[config.mk]
export PLATFORM = sky130hd
export DESIGN_NAME = serial_comparator
export DESIGN_NICKNAME = d
export VERILOG_FILES = /design/src/rtl/serial_comparator.sv
export SDC_FILE = /design/constraint.sdc
export NUM_CORES = 1
export LEC_CHECK = 0
export CAP_MARGIN = 20
export CORE_MARGIN = 2
export CORE_UTILIZATION = 45
export CTS_CLUSTER_SIZE = 20
export DETAILED_ROUTE_END_ITERATION = 16
export GPL_TIMING_DRIVEN = 0
export PLACE_DENSITY = 0.83
export SLEW_MARGIN = 20
export SYNTH_ARGS = -nofsm -noshare
export SYNTH_HDL_FRONTEND = slang
export SYNTH_SLANG_ARGS = --single-unit
[constraint.sdc]
create_clock -name clk -period 3.01 [get_ports clk]
set_input_delay 0.4515 -clock clk [delete_from_list [all_inputs] [get_ports clk]]
set_output_delay 0.4515 -clock clk [all_outputs]
set_load 0.1 [all_outputs]
[src/rtl/serial_comparator.sv]
// serial_comparator: digit-serial MSB-first magnitude comparator with early termination
module serial_comparator #(
  parameter int WIDTH = 16,
  parameter int DIGIT = 1
) (
  input  logic                                 clk,
  input  logic                                 reset,
  input  logic                                 Start,
  input  logic [WIDTH-1:0]                     A,
  input  logic [WIDTH-1:0]                     B,
  input  logic                                 Signed,
  output logic                                 Busy,
  output logic                                 Done,
  output logic                                 Lt,
  output logic                                 Gt,
  output logic                                 Eq,
  output logic [$clog2(WIDTH/DIGIT):0]         Cycles
);
  localparam int NDIG = WIDTH / DIGIT;
  localparam int CW = $clog2(NDIG) + 1;
  typedef enum logic [1:0] {IDLE, COMPARE, DONE} state_t;
  state_t state;
  logic [WIDTH-1:0] sa, sb;
  logic sg;
  logic [CW-1:0] cnt;
  logic [DIGIT-1:0] msk, da, db;
  logic last;
  // current digit pair; the sign bit is flipped on the leading digit so signed order matches unsigned order
  always_comb begin
    msk = (sg && cnt == '0) ? ({DIGIT{1'b1}} ^ ({DIGIT{1'b1}} >> 1)) : '0;
    da = sa[WIDTH-1 -: DIGIT] ^ msk;
    db = sb[WIDTH-1 -: DIGIT] ^ msk;
    last = cnt == CW'(NDIG - 1);
  end
  // control FSM with registered status and result outputs
  always_ff @(posedge clk) begin
    if (reset) begin
      state <= IDLE;
      Busy <= 1'b0;
      Done <= 1'b0;
      Lt <= 1'b0;
      Gt <= 1'b0;
      Eq <= 1'b0;
      Cycles <= '0;
      cnt <= '0;
    end else begin
      case (state)
        COMPARE: begin
          if (da != db || last) begin
            state <= DONE;
            Busy <= 1'b0;
            Done <= 1'b1;
            Lt <= da < db;
            Gt <= da > db;
            Eq <= da == db;
            Cycles <= cnt + CW'(1);
          end else begin
            cnt <= cnt + CW'(1);
            sa <= sa << DIGIT;
            sb <= sb << DIGIT;
          end
        end
        default: begin
          Done <= 1'b0;
          Busy <= Start;
          state <= Start ? COMPARE : IDLE;
          if (Start) begin
            sa <= A;
            sb <= B;
            sg <= Signed;
            cnt <= '0;
          end
        end
      endcase
    end
  end
endmodule

=== Word-level counts from Yosys, hierarchy flattened ===
Cells that the tools add are included.

* Bits in registers: 50
* Output and inout port bits: 10
* Logic and storage cells: 48

* $add $sub $neg: 1
* $lt $le $gt $ge: 2
* Equal/unequal tests: 6
* Multiplexer cells: 15
* Bitwise gates (word level): 4
* Reduce and logical (&&, ||, !) cells: 9

{| class="wikitable"
|+ Operators with widths
! cell !! count
|-
| $mux W16 || 6
|-
| $mux W5 || 3
|-
| $reduce_and A3 Y1 || 2
|-
| $add A5 B1 Y5 const B || 1
|-
| $eq A5 B4 Y1 const B || 1
|-
| $logic_not A5 Y1 || 1
|-
| $mux W1 || 4
|-
| $mux W2 || 2
|-
| $ne A2 B2 Y1 const B || 2
|-
| $reduce_and A2 Y1 || 2
|-
| $eq A2 B1 Y1 const B || 1
|-
| $not A1 Y1 || 2
|-
| $reduce_bool A2 Y1 || 1
|-
| $reduce_or A2 Y1 || 1
|-
| $xor A1 B1 Y1 || 2
|-
| $eq A1 B1 Y1 || 1
|-
| $gt A1 B1 Y1 || 1
|-
| $logic_and A1 B1 Y1 || 1
|-
| $logic_or A1 B1 Y1 || 1
|-
| $lt A1 B1 Y1 || 1
|-
| $ne A1 B1 Y1 || 1
|}

=== Logic depth before layout (Yosys ltp) ===
Gate-level depths: netlist (run 1).

* Word-level depth: 8
* Gate-level depth with buffers: 7
* Mapped depth without buffers: 7

=== Least setup slack after synthesis (run 1) ===
No wires, ideal clock.

* Path kind: register to register
* Start point: reg state[0]
* End point: reg sa[0], enable pin
* Library setup time: 421 ps
* Data arrival time: 2774 ps
* Required time: 2589 ps
* Slack: -185 ps
* Stages on the path, launching flop included: 4
* Buffers on the path: 0
* Clock period less this slack: 3195 ps
* Path through: dfxtp_1 -> nor3b_1 -> a22oi_2 -> nor2_1

* Word-level cells in the longest chain between the ends: 3
* Elaborated cells on any way between the ends: 4
* Classes of those cells: eq/ne (2); reduce/logical (2)

{| class="wikitable"
|+ RTL lines
! item !! line !! RTL
|-
| start: declaration || 22 || <nowiki>state_t state;</nowiki>
|-
| start signal: assignment || 66 || <nowiki>state <= Start ? COMPARE : IDLE;</nowiki>
|-
| $eq A2 B1 Y1 (*) || 47 || <nowiki>case (state)</nowiki>
|-
| $ne A2 B2 Y1 (no line) or $reduce_bool A2 Y1 (tied branches) || -- ||
|-
| $reduce_and A3 Y1 (no line) (*) || -- ||
|-
| end signal: assignment || 59 || <nowiki>sa <= sa << DIGIT;</nowiki>
|-
| end: declaration || 23 || <nowiki>logic [WIDTH-1:0] sa, sb;</nowiki>
|}

Every way passes the cells marked *; elsewhere a longest branch is shown, timed or not.
A chain may end at the register's enable or synchronous reset.

=== Worst setup path after layout (run 1) ===
* Start point: reg cnt[0]
* End point: reg sa[8], enable pin

* Word-level cells in the longest chain between the ends: 8
* Elaborated cells on any way between the ends: 10
* Classes of those cells: eq/ne (3); mux (1); bitwise (2); reduce/logical (4)

{| class="wikitable"
|+ RTL lines
! item !! line !! RTL
|-
| start: declaration || 25 || <nowiki>logic [CW-1:0] cnt;</nowiki>
|-
| start signal: assignment || 58 || <nowiki>cnt <= cnt + CW'(1);</nowiki>
|-
| $logic_not A5 Y1 || 30 || <nowiki>msk = (sg && cnt == '0) ? ({DIGIT{1'b1}} ^ ({DIGIT{1'b1}} >> 1)) : '0;</nowiki>
|-
| $logic_and A1 B1 Y1 || 30 ||
|-
| $mux W1 || 30 ||
|-
| $xor A1 B1 Y1, on equally long branches || 31, 32 ||
|-
| $ne A1 B1 Y1 || 49 || <nowiki>if (da != db || last) begin</nowiki>
|-
| $logic_or A1 B1 Y1 (*) || 49 ||
|-
| $ne A2 B2 Y1 (no line) (*) || -- ||
|-
| $reduce_and A3 Y1 (no line) (*) || -- ||
|}

Marked as above.

==> load_flow_metrics.sql, run 1 <==
INSERT INTO impl_metrics (metric_group, metric, value, unit) VALUES
('yosys', 'syn-num-nets', '254', ''),
('yosys', 'synth.largest_area_cell', 'edfxtp_1', ''),
('die', 'top_level_ports', '46', ''),
('cts', 'htree_levels', '2', ''),
('yosys', 'number_of_instances_in_the_synthesized_netlist', '215', ''),
('routing', 'drt_pass1_iterations', '4', ''),
('routing', 'drtIter0Drc', '99', ''),
('timing', 'finalCriticalPeriod', '2493', 'ps'),
('routing', 'wl_per_cell', '11.99', 'µm'),
('setup_path', 'worst_path_max_delay_cell', 'nor2_4', ''),
('layout', 'antenna_cells', '0', ''),
('timing', 'grt_setup_unrepaired', 'false', ''),
('yosys', 'yosys.area.top_type_share', '0.4659', ''),
('yosys', 'synthXorXnorAreaFrac', '0.02000', ''),
('cts', 'path_clk_slew', '80', 'ps'),
('global_route', 'grt_first_pass_wirelength', '6410', 'µm'),
('global_route', 'globalRouteOverflowTotal', '0', ''),
('yosys', 'synth_compound_gate_area_share', '0.05882', ''),
('yosys', 'synth_area_leaders', 'edfxtp_1 (47%), nand2_1 (17%), dfxtp_1 (15%)', ''),
('die', 'initial_utilization', '0.4595', ''),
('routing', 'dr_total_vias', '1602', ''),
('cts', 'clock_latency', '300', 'ps'),
('status', 'status', 'finished clean', ''),
('yosys', 'synth.most_common_cell', 'nand2_1', ''),
('cts', 'total_cts_buffers', '5', ''),
('timing', 'slew_viol_final', '0', ''),
('cts', 'cts.hold.buffers_added', '0', ''),
('power_and_ir_drop', 'irDropWorstVdd', '0.3063', 'mV'),
('setup_path', 'worstSetupPathType', 'flip-flop to flip-flop', ''),
('setup_path', 'crit_path_start_kind', 'flip-flop', ''),
('place', 'placedInstanceArea', '2670', 'µm²'),
('die', 'fp-row-count', '25', ''),
('setup_path', 'crit_fanout', '17', ''),
('routing', 'vias_per_cell', '4.975', ''),
('setup_path', 'critPathMaxStageDelay', '470', 'ps'),
('timing', 'finalSetupViolCount', '0', ''),
('setup_path', 'crit_arrival', '2500', 'ps'),
('die', 'die_h', '72.75', 'µm'),
('yosys', 'synth_edf_count', '33', ''),
('global_route', 'grt_pass1_vias', '1465', ''),
('yosys', 'synth.mux.area_fraction', '0.01412', ''),
('place', 'port_buffers', '44', ''),
('routing', 'route.antenna.remaining_nets', '0', ''),
('yosys', 'combinational_family_with_the_most_area_after_synthesis', 'simple AND/OR/NAND/NOR gates', ''),
('setup_path', 'cp_data_required_time', '3020', 'ps'),
('layout', 'finish.instance_area', '2754', 'µm²'),
('job', 'max_cap_viol_count', '0', ''),
('layout', 'design.final.nets', '306', ''),
('die', 'design.core.area', '4629', 'µm²'),
('yosys', 'sequential_element_share_of_the_synthesized_area', '0.6165', ''),
('yosys', 'netlist_area', '2127', 'µm²'),
('yosys', 'synth-warning-count', '0', ''),
('cts', 'clockRootBuffer', 'clkbuf_8', ''),
('global_route', 'grt_max_degree', '18', ''),
('power_and_ir_drop', 'p_leak', '1.089', 'nW'),
('setup_path', 'endpoint_kind', 'flip-flop', ''),
('yosys', 'yosys.area_share.adder', '0.01765', ''),
('yosys', 'yosys-top-cells-count', 'nand2_1 (94), edfxtp_1 (33), dfxtp_1 (16)', ''),
('global_route', 'grt_antenna_before_repair', '0', ''),
('setup_path', 'worstPathCellList', 'ha_1 -> and3_1 -> ha_1 -> nor3b_1 -> a22oi_2 -> nor2_4 -> buf_16', ''),
('power_and_ir_drop', 'power.density', '524.3', 'nW/µm²'),
('die', 'floorplan.die_area', '5293', 'µm²'),
('yosys', 'synth_cell_types', '31', ''),
('timing', 'fmax', '401.1', 'MHz'),
('setup_path', 'rr_worst_depth', '7', ''),
('global_route', 'gr-usage-all-layers', '0.1574', ''),
('routing', 'wl', '3861', 'µm'),
('yosys', 'ys_dominant_reg_cell', 'edfxtp_1', ''),
('cts', 'post-cts-setup-buffers', '0', ''),
('layout', 'relative_area_change_from_synthesis_to_final_layout', '29.47', '%'),
('timing', 'finalSetupTns', '0', 'ps');
[registers in the layout, indices dropped and copies added (netlist names)]
signal / cells
sa: 16
sb: 16
Cycles: 5
cnt: 5
state: 2
Done: 1
Eq: 1
Gt: 1
Lt: 1
sg: 1
[critical path, delay by kind of cell, from the launching register on]
kind / cells / cell delay (ps)
buffers and inverters: 1 / 220
adders and majority gates: 2 / 510
and+or+nand+nor: 3 / 940
AOI/OAI and AO/OA: 1 / 180
DFF: 1 / 350
[per-stage QoR]
stage	setup WS, ps	power (mW)	instances	hold slack (ps)	util
floorplan	346.8	0.9838	215	480.8	-
global placement	-15.55	1.072	313	443.6	0.5697
detailed placement	539.0	1.087	314	454.8	0.5768
CTS	512.3	1.460	322	467.9	0.5949
global route	409.2	1.507	322	487.2	0.5949
finish	516.6	1.444	322	464.1	0.5949
[cell type report]
type	count	area (µm²)
clock inverters	2	10.01
inverters	5	18.77
clock buffers	6	73.82
fillers	413	1876
well taps	54	67.56
plain buffers	9	38.79
multi-input cells	152	765.7
flip-flops and latches	49	1311
repair buffers	45	467.9
[report_power, final]
group / switching, mW / total, mW / leakage, nW / internal [mW]
combinational: 0.174 / 0.279 / 0.601 / 0.105
clock: 0.210 / 0.374 / 0.0479 / 0.165
sequential: 0.0163 / 0.791 / 0.441 / 0.774
[layer usage]
| metal | vias up | GRT usage | wire (µm) |
|---|---|---|---|
| met5 | - | 0 | 0 |
| met3 | 6 | 0.04420 | 206 |
| met4 | 0 | 0.04938 | 46 |
| li1 | 820 | - | - |
| met2 | 47 | 0.2535 | 1829 |
| met1 | 729 | 0.2068 | 1777 |
[kinds of logic (layout without fill, tap and decap cells)]
| logic type | count (synthesis) | after routing |
|---|---|---|
| XOR/XNOR | 4 | 4 |
| buffers and inverters | 14 | 67 |
| AO/OA/AOI/OAI | 15 | 15 |
| multiplexers | 3 | 3 |
| AND/OR/NAND/NOR | 127 | 127 |
| flip-flops | 49 | 49 |
| adder cells (fa/ha/maj) | 3 | 3 |
[path summary, 6_finish.rpt]
kind,slack (ps),endpoint,start
worst max-delay path,520,sa[8]$_DFFE_PP_,cnt[0]$_SDFFE_PP0P_
worst min-delay path,460,Cycles[1]$_SDFFE_PP0P_,Cycles[1]$_SDFFE_PP0P_
worst max register to register,520,sa[8]$_DFFE_PP_,cnt[0]$_SDFFE_PP0P_
worst min register to register,460,Cycles[1]$_SDFFE_PP0P_,Cycles[1]$_SDFFE_PP0P_
[placed cells by master, fill, tap and decap left out, types with 2 or more instances in the layout]
cell type	instances
nor2b_1	4
dfxtp_1	16
clkinv_2	2
and2_1	2
a211oi_1	3
mux2i_1	3
xnor2_1	3
nor2_1	13
clkdlybuf4s50_1	44
edfxtp_1	33
nand3_1	2
inv_1	5
a22oi_1	2
a21oi_1	3
clkbuf_1	5
clkbuf_8	5
nor4_1	2
nor3_1	4
ha_1	3
buf_2	4
nand2_1	94
No activity file was read; power rests on OpenSTA's default activity.
==> run 2, diff against run 1 <==
CORE_UTILIZATION = 50   (was 45)
PLACE_DENSITY = 0.87   (was 0.83)
clock period = 2.4 ns   (was 3.01 ns; I/O delays follow)
==> run 2 against run 1 <==
  * Flip-flop and latch count stayed put
  * Sequential power is 26% higher
  * Clock power is 52% higher
  * Cell area is 1.5% higher
  * Power is 33% higher
  * Count of clock-buffer cells in the layout stayed put
  * Setup slack worse by 320 ps
  * First-iteration DRC count is 15% higher
  * Critical endpoint is now Busy
  * Critical path type is now flip-flop to primary output
  * Non-clock buffer count is 1 higher
  * Final cell count is 0.62% lower
==> load_flow_metrics.sql, run 2 (same netlist as run 1, synthesis figures left out) <==
INSERT INTO impl_metrics (metric_group, metric, value, unit) VALUES
('global_route', 'globalRouteOverflowTotal', '0', ''),
('routing', 'drt_pass1_iterations', '4', ''),
('setup_path', 'crit_arrival', '1840', 'ps'),
('cts', 'htree_levels', '2', ''),
('timing', 'finalCriticalPeriod', '2201', 'ps'),
('die', 'design.core.area', '4058', 'µm²'),
('global_route', 'grt_antenna_before_repair', '0', ''),
('timing', 'grt_setup_unrepaired', 'false', ''),
('cts', 'path_clk_slew', '80', 'ps'),
('timing', 'hold_viol_final', '0', ''),
('setup_path', 'worst_path_dominant_cell_family', 'buffers and inverters', ''),
('global_route', 'grt_pass1_vias', '1632', ''),
('power_and_ir_drop', 'p_leak', '1.102', 'nW'),
('die', 'fp-row-count', '23', ''),
('cts', 'tritoncts_num_sinks', '49', ''),
('routing', 'post-route-drc-count', '0', ''),
('global_route', 'grt_max_degree', '17', ''),
('place', 'placedInstanceArea', '2638', 'µm²'),
('layout', 'relative_area_change_from_synthesis_to_final_layout', '31.41', '%'),
('timing', 'finalSetupTns', '0', 'ps'),
('routing', 'vias_per_cell', '5.044', ''),
('timing', 'worst_slew_pin_slew', '964.8', 'ps'),
('timing', 'finalClockSkew', '2.930', 'ps'),
('layout', 'most-common-layout-cells', 'nand2_1 (94), clkdlybuf4s50_1 (44), edfxtp_1 (33), dfxtp_1 (16), nor2_1 (13)', ''),
('job', 'max_cap_viol_count', '0', ''),
('cts', 'total_cts_buffers', '5', ''),
('setup_path', 'critPathMaxStageDelay', '1150', 'ps'),
('setup_path', 'worst_path_max_delay_cell', 'clkdlybuf4s50_1', ''),
('layout', 'antenna_cells', '0', ''),
('cts', 'tritoncts', 'built', ''),
('setup_path', 'cp_data_required_time', '2040', 'ps'),
('cts', 'clock_latency', '300', 'ps'),
('place', 'finalWeightedCongestion', '0.8449', ''),
('die', 'floorplan.die_area', '4792', 'µm²'),
('setup_path', 'worstSetupPathDepth', '1', ''),
('setup_path', 'path_buf_inv', '1', ''),
('layout', 'layout.filler_cells', '310', ''),
('global_route', 'gr-usage-all-layers', '0.1825', ''),
('die', 'top_level_ports', '46', ''),
('layout', 'design.final.nets', '308', ''),
('setup_path', 'endpoint_kind', 'primary output', ''),
('setup_path', 'crit_path_start_kind', 'flip-flop', ''),
('setup_path', 'rr_worst_depth', '7', ''),
('layout', 'reg.largest.list', 'sa x16, sb x16', ''),
('min_path', 'whs_path_depth', '2', ''),
('power_and_ir_drop', 'power.density', '686.4', 'nW/µm²'),
('place', 'port_buffers', '44', ''),
('global_route', 'grt_first_pass_wirelength', '6927', 'µm'),
('setup_path', 'worstSetupPathType', 'flip-flop to primary output', ''),
('cts', 'max-clock-path-buffers', '2', ''),
('routing', 'wl_per_cell', '12.49', 'µm'),
('die', 'die_h', '69.23', 'µm'),
('timing', 'layout_worst_path_cycle_share', '0.9172', ''),
('power_and_ir_drop', 'irDropWorstVdd', '0.4522', 'mV'),
('layout', 'layout_commonest_cell', 'nand2_1', ''),
('routing', 'drtIter0Drc', '114', ''),
('routing', 'dr_total_vias', '1614', ''),
('routing', 'wl', '3996', 'µm'),
('layout', 'finish.instance_area', '2795', 'µm²'),
('timing', 'slew_viol_final', '0', ''),
('die', 'die_x', '69.23', 'µm'),
('timing', 'maxSlewHeadroom', '0.3548', ''),
('die', 'initial_utilization', '0.5242', ''),
('layout', 'layout-drive-gt1-share', '0.07037', ''),
('cts', 'clockRootBuffer', 'clkbuf_8', ''),
('min_path', 'min-delay-path-class', 'flip-flop to flip-flop', ''),
('routing', 'route.antenna.remaining_nets', '0', ''),
('timing', 'finalSetupViolCount', '0', ''),
('status', 'status', 'finished clean', ''),
('timing', 'fmax', '454.3', 'MHz'),
('place', 'place_hpwl', '2786', 'µm'),
('setup_path', 'worstPathCellList', 'clkdlybuf4s50_1', ''),
('setup_path', 'crit_fanout', '4', '');
-- run 2: changes by cell type in the layout (fill, tap and decap cells not counted), sizes merged --
| cell | change |
|---|---|
| bufinv | +1 |
| buf | +1 |
| clkinv | -1 |
| nor2 | +1 |
-- run 2: repair_timing --
action	in CTS	in global routing
hold buffers	0	0
pin swaps	1	2
cloned	1	0
setup buffers	0	2
endpoints found under the setup margin	32	32
gates resized for setup	1	0
endpoints found under the hold margin	0	0
-- run 2: worst min-delay path, delay by kind of cell, from the launching register on --
family	cells	cell delay (ps)
AOI/OAI and AO/OA	1	50
and+or+nand+nor	1	60
DFF	1	320
-- run 2: worst paths after layout --
check                           end  slack (ps)                   start
max                            Busy         200   state[0]$_SDFFE_PP0P_
min          Cycles[1]$_SDFFE_PP0P_         470  Cycles[1]$_SDFFE_PP0P_
max reg2reg         sa[9]$_DFFE_PP_         260     cnt[0]$_SDFFE_PP0P_
min reg2reg  Cycles[1]$_SDFFE_PP0P_         470  Cycles[1]$_SDFFE_PP0P_
-- run 2: area by class of cell --
class                           instances  area, µm²  area share
Inverter                                5      18.77    0.006714
Timing Repair Buffer                   46      480.5      0.1719
Multi-Input combinational cell        153      777.0      0.2780
Buffer                                  9      38.79     0.01388
Sequential cell                        49       1311      0.4691
Clock inverter                          2      33.78     0.01209
Tap cell                               50      62.56     0.02238
Clock buffer                            6      72.57     0.02596
-- run 2: layer usage --
layer | up-vias | routed length [µm] | GRT usage
met5 | - | 0 | 0
met4 | 0 | 80 | 0.07843
met3 | 8 | 166 | 0.05233
met2 | 43 | 1963 | 0.3056
met1 | 741 | 1785 | 0.2197
li1 | 822 | - | -
-- run 2: stage by stage --
| stage | setup WS, ps | std cells | power [mW] | util | hold slack (ps) |
|---|---|---|---|---|---|
| 2_1_floorplan | 83.19 | 215 | 1.235 | - | 458.9 |
| 3_3_place_gp | -149.0 | 309 | 1.344 | 0.6500 | 443.0 |
| 3_5_place_dp | -192.7 | 309 | 1.355 | 0.6500 | 459.2 |
| 4_1_cts | 28.34 | 318 | 1.918 | 0.6790 | 470.9 |
| 5_1_grt | 133.0 | 320 | 2.009 | 0.6889 | 502.5 |
| 6_report | 198.7 | 320 | 1.919 | 0.6889 | 471.9 |
-- run 2: power breakdown --
group | internal [mW] | leakage, nW | total, mW | switching [mW]
registers | 0.971 | 0.441 | 0.993 | 0.0216
clock network | 0.308 | 0.0528 | 0.569 | 0.261
logic | 0.136 | 0.609 | 0.357 | 0.221
